**src/rtl/tdm_frame_receiver.sv**
```systemverilog
// TDM frame receiver: aligns a slot-serial sample stream on frame-start
// markers, gathers one complete frame in a shadow buffer and publishes it
// in parallel. Partial or misframed data never reaches the output.
module tdm_frame_receiver #(
  parameter int NUM_CHANNELS = 4,
  parameter int DATA_WIDTH   = 16
) (
  input  logic                                 clk,
  input  logic                                 reset,
  input  logic [DATA_WIDTH-1:0]                s_data,
  input  logic                                 s_valid,
  input  logic                                 s_frame_start,
  output logic [NUM_CHANNELS*DATA_WIDTH-1:0]   channelOutputData,
  output logic                                 frame_valid,
  output logic                                 frame_err,
  output logic                                 locked,
  output logic [((NUM_CHANNELS > 1) ? $clog2(NUM_CHANNELS) : 1)-1:0] slot_idx
);

  localparam int IDX_W = (NUM_CHANNELS > 1) ? $clog2(NUM_CHANNELS) : 1;
  localparam logic [IDX_W-1:0] IDX_ZERO = {IDX_W{1'b0}};
  localparam logic [IDX_W-1:0] IDX_ONE  = IDX_W'(1);
  localparam logic [IDX_W-1:0] IDX_LAST = IDX_W'(NUM_CHANNELS - 1);

  typedef enum logic [0:0] {
    HUNT   = 1'b0,
    LOCKED = 1'b1
  } state_t;

  state_t                               state_r, state_nx_s;
  logic [IDX_W-1:0]                     slot_idx_r, idx_nx_s;
  logic [DATA_WIDTH-1:0]                shadow_r [NUM_CHANNELS];
  logic [NUM_CHANNELS*DATA_WIDTH-1:0]   data_out_r;
  logic [NUM_CHANNELS*DATA_WIDTH-1:0]   frame_s;
  logic                                 frame_valid_r;
  logic                                 frame_err_r;
  logic                                 locked_r;
  logic                                 wr_en_s;
  logic [IDX_W-1:0]                     wr_idx_s;
  logic                                 done_s;
  logic                                 err_s;

  // The completed frame is the shadow contents with the final slot taken
  // straight from the input, so it can be published on the same edge.
  for (genvar g = 0; g < NUM_CHANNELS; g++) begin : g_frame
    if (g == NUM_CHANNELS - 1) begin : g_last
      assign frame_s[g*DATA_WIDTH +: DATA_WIDTH] = s_data;
    end else begin : g_shadow
      assign frame_s[g*DATA_WIDTH +: DATA_WIDTH] = shadow_r[g];
    end
  end

  // Next-state, slot pointer and per-sample actions for the HUNT/LOCKED FSM.
  always_comb begin
    state_nx_s = state_r;
    idx_nx_s   = slot_idx_r;
    wr_en_s    = 1'b0;
    wr_idx_s   = slot_idx_r;
    done_s     = 1'b0;
    err_s      = 1'b0;
    if (s_valid) begin
      case (state_r)
        HUNT: begin
          if (s_frame_start) begin
            wr_en_s    = 1'b1;
            wr_idx_s   = IDX_ZERO;
            state_nx_s = LOCKED;
            if (NUM_CHANNELS == 1) begin
              done_s   = 1'b1;
              idx_nx_s = IDX_ZERO;
            end else begin
              idx_nx_s = IDX_ONE;
            end
          end else begin
            state_nx_s = HUNT;
          end
        end
        LOCKED: begin
          if (slot_idx_r == IDX_ZERO) begin
            if (s_frame_start) begin
              // Normal start of the next frame.
              wr_en_s    = 1'b1;
              wr_idx_s   = IDX_ZERO;
              state_nx_s = LOCKED;
              if (NUM_CHANNELS == 1) begin
                done_s   = 1'b1;
                idx_nx_s = IDX_ZERO;
              end else begin
                idx_nx_s = IDX_ONE;
              end
            end else begin
              // Missing sync: drop the sample and lose lock.
              err_s      = 1'b1;
              state_nx_s = HUNT;
              idx_nx_s   = IDX_ZERO;
            end
          end else begin
            if (s_frame_start) begin
              // Early sync: abandon the partial frame and restart at slot 0.
              err_s      = 1'b1;
              wr_en_s    = 1'b1;
              wr_idx_s   = IDX_ZERO;
              state_nx_s = LOCKED;
              idx_nx_s   = IDX_ONE;
            end else begin
              wr_en_s  = 1'b1;
              wr_idx_s = slot_idx_r;
              if (slot_idx_r == IDX_LAST) begin
                done_s   = 1'b1;
                idx_nx_s = IDX_ZERO;
              end else begin
                idx_nx_s = slot_idx_r + IDX_ONE;
              end
            end
          end
        end
        default: begin
          state_nx_s = HUNT;
          idx_nx_s   = IDX_ZERO;
        end
      endcase
    end else begin
      state_nx_s = state_r;
    end
  end

  // State, slot pointer and registered status pulses.
  always_ff @(posedge clk or negedge reset) begin
    if (!reset) begin
      state_r       <= HUNT;
      slot_idx_r    <= IDX_ZERO;
      locked_r      <= 1'b0;
      frame_valid_r <= 1'b0;
      frame_err_r   <= 1'b0;
    end else begin
      state_r       <= state_nx_s;
      slot_idx_r    <= idx_nx_s;
      locked_r      <= (state_nx_s == LOCKED);
      frame_valid_r <= done_s;
      frame_err_r   <= err_s;
    end
  end

  // Shadow buffer collecting the slots of the frame in progress.
  always_ff @(posedge clk or negedge reset) begin
    if (!reset) begin
      for (int i = 0; i < NUM_CHANNELS; i++) begin
        shadow_r[i] <= {DATA_WIDTH{1'b0}};
      end
    end else begin
      for (int i = 0; i < NUM_CHANNELS; i++) begin
        if (wr_en_s && (wr_idx_s == IDX_W'(i))) begin
          shadow_r[i] <= s_data;
        end else begin
          shadow_r[i] <= shadow_r[i];
        end
      end
    end
  end

  // Published frame register, updated only when a frame completes.
  always_ff @(posedge clk or negedge reset) begin
    if (!reset) begin
      data_out_r <= {(NUM_CHANNELS*DATA_WIDTH){1'b0}};
    end else if (done_s) begin
      data_out_r <= frame_s;
    end else begin
      data_out_r <= data_out_r;
    end
  end

  assign channelOutputData = data_out_r;
  assign frame_valid       = frame_valid_r;
  assign frame_err         = frame_err_r;
  assign locked            = locked_r;
  assign slot_idx          = slot_idx_r;

endmodule

```
**config.mk**
```make
export PLATFORM = sky130hd
export DESIGN_NAME = tdm_frame_receiver
export DESIGN_NICKNAME = d
export VERILOG_FILES = /design/src/rtl/tdm_frame_receiver.sv
export SDC_FILE = /design/constraint.sdc
export NUM_CORES = 1
export LEC_CHECK = 0
export CAP_MARGIN = 10
export CORE_MARGIN = 1
export CORE_UTILIZATION = 45
export DETAILED_ROUTE_END_ITERATION = 10
export GPL_TIMING_DRIVEN = 0
export PLACE_DENSITY = 0.7
export SLEW_MARGIN = 0
export SYNTH_ARGS = -nofsm -noshare
export SYNTH_HDL_FRONTEND = slang
export SYNTH_SLANG_ARGS = --single-unit
export TNS_END_PERCENT = 50
```
**constraint.sdc**
```tcl
create_clock -name clk -period 5.3 [get_ports clk]
set_clock_uncertainty 0.15 [all_clocks]
set_input_delay 0.53 -clock clk [delete_from_list [all_inputs] [get_ports clk]]
set_output_delay 0.53 -clock clk [all_outputs]
set_load 0.03 [all_outputs]
```
==> summary.txt, run 1 <==
Logic synthesis
  • Syn Inst Count: 270
  • Avg Inst Size Synth: 17.77 um^2
  • Sequential fraction of the synthesis area: 0.6102
  • Net count after synthesis: 295
  • Synth Cell Area: 0.004798 mm^2
  • Syn. warnings: 0
  • Seq cells post-synth: 117
  • Synth cell types: 21

Timing
  • Rel. slew slack: 0.6500
  • Fmax: 0.3963 GHz
  • Min Hold Slack: ~0.14 ns
  • Final min period: 2.523 ns
  • Final setup viols: 0
  • RSZ-0062 raised after global routing: no
  • Max Slew Vio Count: 0
  • Crit share post-route: 0.4761
  • Final hold vios: 0
  • Measured slew at the worst slew-check pin: 0.5250 ns

Floorplanning
  • DIE AREA: about 0.011 mm^2
  • # rows: 37
  • I/O pin total: 89
  • Die height: 105.3 um
  • Initial Util: 0.4648
  • Core Area: a little over 0.01 mm^2
  • Chip Width: 105.3 um

Detailed routing
  • Drt initial violations: 76
  • DRT Pass-1 Iters: 4
  • Routed wire length per instance: 17.63 um
  • Wire length on met2: 4.332 mm
  • Max Used Layer: met4
  • DRC violations left: 0
  • Metal-1 WL: 4.466 mm
  • Detailed Route WL: 9.292 mm
  • Routed vias: between 2000 and 3000
  • Remaining antenna violation count: 0
  • Met3 WL: 377 um
  • Vias per cell: 4.918

Worst setup path
  • Crit. End Element: flop
  • Critical-path cell list: inv_1 -> ha_1 -> ha_1 -> and4bb_2 -> nand3_4 -> buf_6 -> mux2_4
  • Critical path startpoint category: flop
  • Worst EP required: 5.54 ns
  • R2r worst-path depth: 7
  • Crit-path slowest cell: dfrtp_1
  • CP top delay family: flip-flops
  • Cell mode on critical path: ha_1
  • Critical Path Stages: 7
  • CP bufs+invs: 2
  • CP Max Fanout: 10
  • Slowest stage delay, CP: 0.53 ns
  • Critical path class: flop to flop
  • Crit path arrival time: 2.77 ns

Placed design
  • Placed cells: 494
  • Port-buffer cells: 87
  • DPL Wire Length: between 5 and 6 mm
  • GP Congestion: roughly 0.73

CTS
  • Num CTS Buffers: 17
  • Hold buffer count at CTS: 1
  • Clock Sink Count: between 100 and 150
  • Post-CTS sizing: 0
  • CTS tree: done
  • CTS Buffer Depth: 2
  • Clock Pin Slew Worst Setup and Hold Paths: 0.06 ns
  • CTS Root Cell: clkbuf_8
  • Post-CTS setup buffers: 0
  • H-tree depth: 4
  • Clock latency on the worst-skew pair: around 0.5 ns

Final layout
  • Layout cell share with drive strength beyond 1: 0.3887
  • Area grow syn2layout: 36.38%
  • NumNets Final: 403
  • Commonest non-fill, non-tap cell in the layout: dfrtp_1
  • Final-layout fill cell count: 753
  • # diodes: 0
  • Final std cells w/o fill: 527
  • Commonest cells after routing, fill and taps aside: 117 x dfrtp_1, 86 x clkdlybuf4s50_1, 69 x mux2_4, 33 x mux2_2, 16 x clkbuf_16

Pwr
  • IR drop worst, VDD: 344.5 uV
  • PD cells: 646.9 mW/mm^2
  • P_leak: 3.211 nW

GRT
  • First-pass GRT wire length: 15.37 mm
  • Grt ovf: 0
  • GRT Resource Usage Total: 0.1855
  • Initial antenna violation count: 0
  • Number of global-route vias before repair: around 2800
  • Largest net degree at the start of global routing: 103

Worst hold path
  • Hold path depth: 2
  • Worst hold path type: input pin to flop

Job
  • Maxcap violations: 0

Outcome
  • Status: finished, final reports clean
## flip-flops by register name (all words and copies together) (netlist names)
name and count:
frame_valid 1, frame_s 48, frame_err 1, slot_idx 2, channelOutputData 64, locked 1
## stage by stage
stage	worst slack, ns	instance area, um^2	power [mW]	setup TNS [ns]	util
after floorplan	2.799	4798	2.415	0	-
after detailed placement	2.476	5868	2.973	0	0.5684
final	2.777	6544	4.233	0	0.6339
after global placement	-0.8905	5839	2.931	-103.21	0.5656
after global routing	2.673	6544	4.433	0	0.6339
after CTS	2.760	6544	4.278	0	0.6339
## synth_stat cells, drive strengths merged
master / n / area share
a21oi: 1 / 0.0010
a31oi: 2 / 0.0026
and4bb: 2 / 0.0052
buf: 12 / 0.025
dfrtp: 117 / 0.61
ha: 5 / 0.013
inv: 5 / 0.0039
mux2: 112 / 0.32
nand2: 5 / 0.0039
nand3: 2 / 0.0073
nor2: 2 / 0.0016
nor3b: 1 / 0.0026
o211ai: 1 / 0.0026
o21a: 1 / 0.0016
o21ai: 1 / 0.0010
o22ai: 1 / 0.0013
## metal layers
metal | track usage | vias up
met3 | 0.04886 | 11
met1 | 0.2607 | 1346
met5 | 0 | -
met2 | 0.2749 | 64
met4 | 0.07243 | 0
li1 | - | 1171
## layout make-up
class                           count  area [um^2]  area share
Multi-Input combinational cell    136         1730      0.2644
Clock inverter                     14        247.7     0.03786
Inverter                            5        18.77    0.002868
Clock buffer                       18        417.9     0.06386
Buffer                             12        121.4     0.01855
Sequential cell                   117         2928      0.4474
Timing Repair Buffer               89        909.6      0.1390
Tap cell                          136        170.2     0.02600
## path summary, 6_finish.rpt
path                             start               endpoint  slack [ns]
setup / recovery           slot_idx[0]            frame_s[41]        2.78
hold / removal                 s_valid                 locked        0.14
setup reg to reg           slot_idx[0]            frame_s[41]        2.78
hold reg to reg             frame_s[6]             frame_s[6]        0.34
max in group asynchronous        reset  channelOutputData[54]        3.98
min in group asynchronous        reset  channelOutputData[40]        0.27
## kinds of logic (layout without fill, tap and decap cells)
logic type	after synthesis	count (layout)	synth area share
AOI/OAI and AO/OA	7	7	0.01017
adders and majority gates	5	5	0.01304
buffers and inverters	17	138	0.02920
DFF	117	117	0.6102
muxes	112	112	0.3168
and+or+nand+nor	12	12	0.02060
## report_power, final
part	switching [mW]	leakage (nW)	internal, mW
combinational	0.675	1.38	0.785
sequential	0.226	1.52	1.27
clock	0.413	0.317	0.864
total	1.31	3.21	2.92
## worst reg2reg max path, stage by stage, from the launching register on
cell	delay [ns]
dfrtp_1	0.53
inv_1	0.18
ha_1	0.26
ha_1	0.22
and4bb_2	0.37
nand3_4	0.17
buf_6	0.23
mux2_4	0.31
(Power assumes the default switching activity.)
==> run 2, diff against run 1 <==
clock period = 2.6 ns   (was 5.3 ns; I/O delays follow)
==> summary.txt, run 2 (synthesized netlist as in run 1, its figures left out) <==
Outcome
  • Status: finished, final reports clean

Timing
  • Measured slew at the worst slew-check pin: 0.7115 ns
  • Max Slew Vio Count: 0
  • Rel. slew slack: 0.5241
  • Crit share post-route: 0.9572
  • Final setup viols: 0
  • Min Hold Slack: between 0.15 and 0.2 ns
  • RSZ-0062 raised after global routing: no
  • Final min period: roughly 2.5 ns
  • Final hold vios: 0
  • Setup TNS Final: 0 ns
  • Fmax: roughly 0.40 GHz

Worst setup path
  • Flop2flop setup slack: 0.11 ns
  • Crit. End Element: flop
  • Worst EP required: 2.84 ns
  • Critical path startpoint category: flop
  • CP Max Fanout: 10
  • Crit path arrival time: 2.73 ns
  • R2r worst-path depth: 7
  • R2r startpoint: slot_idx[1]
  • Critical path class: flop to flop
  • Reg2reg end: frame_s[41]

GRT
  • First-pass GRT wire length: 15.38 mm
  • Number of global-route vias before repair: 2768
  • Largest net degree at the start of global routing: just over 100
  • Initial antenna violation count: 0
  • Grt ovf: 0
  • GRT Resource Usage Total: 0.1857

Floorplanning
  • # rows: 37
  • Initial Util: 0.4648
  • Die height: 105.3 um
  • Chip Width: 105.3 um
  • I/O pin total: 89
  • DIE AREA: 0.01108 mm^2
  • Core Area: 0.01032 mm^2

Final layout
  • Area grow syn2layout: 36.82%
  • NumNets Final: 405
  • Commonest cells after routing, fill and taps aside: 116 x dfrtp_1, 86 x clkdlybuf4s50_1, 69 x mux2_4, 33 x mux2_2, 16 x clkbuf_16
  • Max reg flops: 64
  • # diodes: 0
  • Layout cell share with drive strength beyond 1: 0.3893
  • Commonest non-fill, non-tap cell in the layout: dfrtp_1
  • Final std cells w/o fill: 529

Detailed routing
  • Max Used Layer: met4
  • Detailed Route WL: 9.318 mm
  • Routed vias: 2612
  • Vias per cell: 4.938
  • DRC violations left: 0
  • Wire length on met2: around 4.3 mm
  • DRT Pass-1 Iters: 4
  • Routed wire length per instance: between 15 and 20 um
  • Metal-1 WL: 4.472 mm
  • Drt initial violations: 68
  • Remaining antenna violation count: 0
  • Met3 WL: 385 um

CTS
  • Clock latency on the worst-skew pair: 0.51 ns
  • CTS Buffer Depth: 2
  • Post-CTS setup buffers: 0
  • Clock Pin Slew Worst Setup and Hold Paths: 0.06 ns
  • Num CTS Buffers: 17
  • CTS tree: done
  • CTS Root Cell: clkbuf_8
  • Clock Sink Count: between 100 and 150
  • H-tree depth: 4

Job
  • Maxcap violations: 0

Placed design
  • DPL Wire Length: 5.975 mm
  • GP Congestion: 0.7342
  • Placed cells: between 400 and 500
  • Port-buffer cells: 87

Pwr
  • IR drop worst, VDD: between 700 and 800 uV
  • P_leak: 3.218 nW
  • PD cells: 1316 mW/mm^2

Worst hold path
  • Worst hold path type: input pin to async pin
## run 2: cell type report
cell class,instances,area [um^2]
Clock inverter,14,247.7
Multi-Input combinational cell,136,1730
Fill cell,752,3759
Inverter,5,18.77
Timing Repair Buffer,91,929.6
Tap cell,136,170.2
Buffer,12,121.4
Sequential cell,117,2929
Clock buffer,18,417.9
## run 2: timing repair
action	4_1_cts	5_1_grt
hold buffers	3	0
endpoints found under the hold margin	121	0
endpoints found under the setup margin	0	12
gates resized for setup	0	1
## run 2: worst max-delay path, stage by stage, from the launching register on
cell and delay [ns]:
dfrtp_1 0.50, inv_1 0.18, ha_1 0.25, ha_1 0.22, and4bb_2 0.37, nand3_4 0.17
buf_6 0.23, mux2_4 0.31
## run 2: worst max-delay path by stage
stage,from,to,cells after the start
CTS,slot_idx[0],frame_s[41],7
detailed placement,s_frame_start,frame_s[40],7
global route,slot_idx[1],frame_s[41],7
floorplan,slot_idx[0],frame_s[37],7
global placement,reset,channelOutputData[62],1
finish,slot_idx[1],frame_s[41],7
## run 2: metal layers
layer	track usage	up-vias
met2	0.2749	66
met5	0	-
met3	0.04886	13
li1	-	1175
met1	0.2611	1358
met4	0.07243	0
## run 2: through the flow
stage / cell area (um^2) / power [mW] / setup WS (ns) / utilization
after floorplan: 4798 / 4.922 / 0.09930 / -
after CTS: 6564 / 8.723 / 0.06028 / 0.6358
after global placement: 5839 / 5.975 / -3.321 / 0.5656
after detailed placement: 5868 / 6.060 / 0.04640 / 0.5684
after global routing: 6565 / 9.043 / 0.0001485 / 0.6359
final: 6565 / 8.638 / 0.1112 / 0.6359
## run 2: report_power, final
part / switching, mW / internal, mW
Clock: 0.844 / 1.76
Combinational: 1.38 / 1.60
Sequential: 0.460 / 2.59
==> run 3, diff against run 2 <==
CAP_MARGIN = unset   (was 10)
clock period = 3 ns   (was 2.6 ns; I/O delays follow)
==> summary.txt, run 3 (synthesized netlist as in run 1, its figures left out) <==
CTS
  • Post-CTS setup buffers: 0
  • Num CTS Buffers: 17
  • CTS tree: done
  • Clock Pin Slew Worst Setup and Hold Paths: 0.06 ns
  • CTS Buffer Depth: 2
  • Hold buffer count at CTS: 2
  • Clock Sink Count: 117
  • CTS Root Cell: clkbuf_8
  • Post-CTS sizing: 0
  • H-tree depth: 4
  • Clock latency on the worst-skew pair: 0.50 ns

Timing
  • Rel. slew slack: 0.6522
  • Max Slew Vio Count: 0
  • Final setup viols: 0
  • Post-route setup slack: 0.4764 ns
  • Setup TNS Final: 0 ns
  • Final min period: ~2.5 ns
  • Measured slew at the worst slew-check pin: between 0.5 and 0.6 ns
  • RSZ-0062 raised after global routing: no
  • Final hold vios: 0
  • Fmax: 0.3963 GHz
  • Crit share post-route: 0.8412

Worst hold path
  • Worst hold path type: input pin to async pin

GRT
  • Initial antenna violation count: 0
  • GRT Resource Usage Total: 0.1855
  • First-pass GRT wire length: 15.37 mm
  • Largest net degree at the start of global routing: 103
  • Grt ovf: 0
  • Number of global-route vias before repair: between 2000 and 3000

Pwr
  • Switching Fraction: 0.3102
  • Reg power frac: 0.353
  • Gate power share: 0.345
  • Switching Power: 2.320 mW
  • Clk pwr share: 0.302
  • P_leak: 3.215 nW
  • IR drop worst, VDD: 608.6 uV
  • PD cells: 1141 mW/mm^2
  • P_int: 5.159 mW

Worst setup path
  • Reg2reg end: frame_s[41]
  • R2r worst-path depth: 7
  • Crit. End Element: flop
  • Crit-path slowest cell: dfrtp_1
  • Flop2flop setup slack: 0.48 ns
  • Setup crit end: frame_s[41]
  • R2r startpoint: slot_idx[0]
  • Critical path class: flop to flop
  • Worst EP required: 3.24 ns
  • Crit path arrival time: ~2.8 ns
  • CP Max Fanout: 10
  • Cell mode on critical path: ha_1
  • Critical-path cell list: inv_1 -> ha_1 -> ha_1 -> and4bb_2 -> nand3_4 -> buf_6 -> mux2_4
  • Crit path from: slot_idx[0]
  • Slowest stage delay, CP: 0.53 ns
  • Critical path startpoint category: flop

Detailed routing
  • DRC violations left: 0
  • Routed vias: 2606
  • Vias per cell: around 5
  • Remaining antenna violation count: 0
  • DRT Pass-1 Iters: 4
  • Routed wire length per instance: 17.70 um
  • Detailed Route WL: between 9 and 10 mm
  • Drt initial violations: 75

Final layout
  • Max reg flops: between 60 and 70
  • Commonest cells after routing, fill and taps aside: 117 x dfrtp_1, 86 x clkdlybuf4s50_1, 69 x mux2_4, 33 x mux2_2, 16 x clkbuf_16
  • FF/Latch Area: 0.002928 mm^2
  • Area grow syn2layout: 36.58%
  • Area occupied by multi-input gates: 0.001730 mm^2
  • Layout cell share with drive strength beyond 1: 0.3878
  • Commonest non-fill, non-tap cell in the layout: dfrtp_1
  • # diodes: 0
  • NumNets Final: ~400
  • Final-layout fill cell count: 754

Floorplanning
  • Initial Util: 0.4648
  • Core Area: 0.01032 mm^2
  • Chip Width: 105.3 um
  • # rows: 37
  • Die height: between 100 and 150 um
  • I/O pin total: 89
  • DIE AREA: roughly 0.011 mm^2

Placed design
  • Port-buffer cells: 87
  • DPL Wire Length: about 6.0 mm
  • Dpl ws: 0.4064 ns
  • GP Congestion: 0.7342

Outcome
  • Status: finished, final reports clean

Job
  • Maxcap violations: 0
run 3: changes by cell type in the layout (fill, tap and decap cells not counted), sizes merged:
cell         delta
dlygate4sd3     -1
run 3: worst min-delay path by stage:
stage | start | endpoint | slack, ns
3_5_place_dp | reset | channelOutputData[40] | -0.006
4_1_cts | reset | channelOutputData[40] | 0.01
6_report | reset | channelOutputData[40] | 0.04
5_1_grt | reset | channelOutputData[40] | 0.04
2_1_floorplan | reset | channelOutputData[0] | -0.15
3_3_place_gp | frame_s[13] | frame_s[13] | 0.33
run 3: final cells by class:
cell class                 instances  area share
sequential                       117      0.4467
clock buffer                      18     0.06376
inverter                           5    0.002864
clock inverter                    14     0.03780
multi-input combinational        136      0.2640
timing repair buffer              90      0.1403
buffer                            12     0.01852
tap                              136     0.02596
run 3: critical path, delay by kind of cell (launching register included):
family	cells	cell delay, ns
and+or+nand+nor	2	0.54
muxes	1	0.31
adders and majority gates	2	0.48
buffers and inverters	2	0.40
DFF	1	0.53
run 3: routing by layer:
metal | part of all wire | global-route usage
met1 | 0.48 | 0.2607
met2 | 0.47 | 0.2749
met3 | 0.043 | 0.04886
met4 | 0.012 | 0.07243
met5 | 0 | 0
run 3: per-stage QoR:
step / instance area, um^2 / hold slack [ns] / power (mW) / utilization / instances
after floorplan: 4798 / -0.1456 / 4.266 / - / 270
after global placement: 5839 / 0.3252 / 5.178 / 0.5656 / 493
after detailed placement: 5868 / -0.006350 / 5.252 / 0.5684 / 494
after CTS: 6554 / 0.01385 / 7.559 / 0.6348 / 528
after global routing: 6554 / 0.04398 / 7.832 / 0.6348 / 528
final: 6554 / 0.04061 / 7.479 / 0.6348 / 528
run 3: power groups by stage:
stage | clock network (mW) | registers (mW) | logic, mW
after floorplan | 0 | 3.23 | 1.03
final | 2.26 | 2.64 | 2.58
after global routing | 2.37 | 2.73 | 2.73
after detailed placement | 0 | 2.67 | 2.59
after global placement | 0 | 2.63 | 2.55
after CTS | 2.30 | 2.65 | 2.61
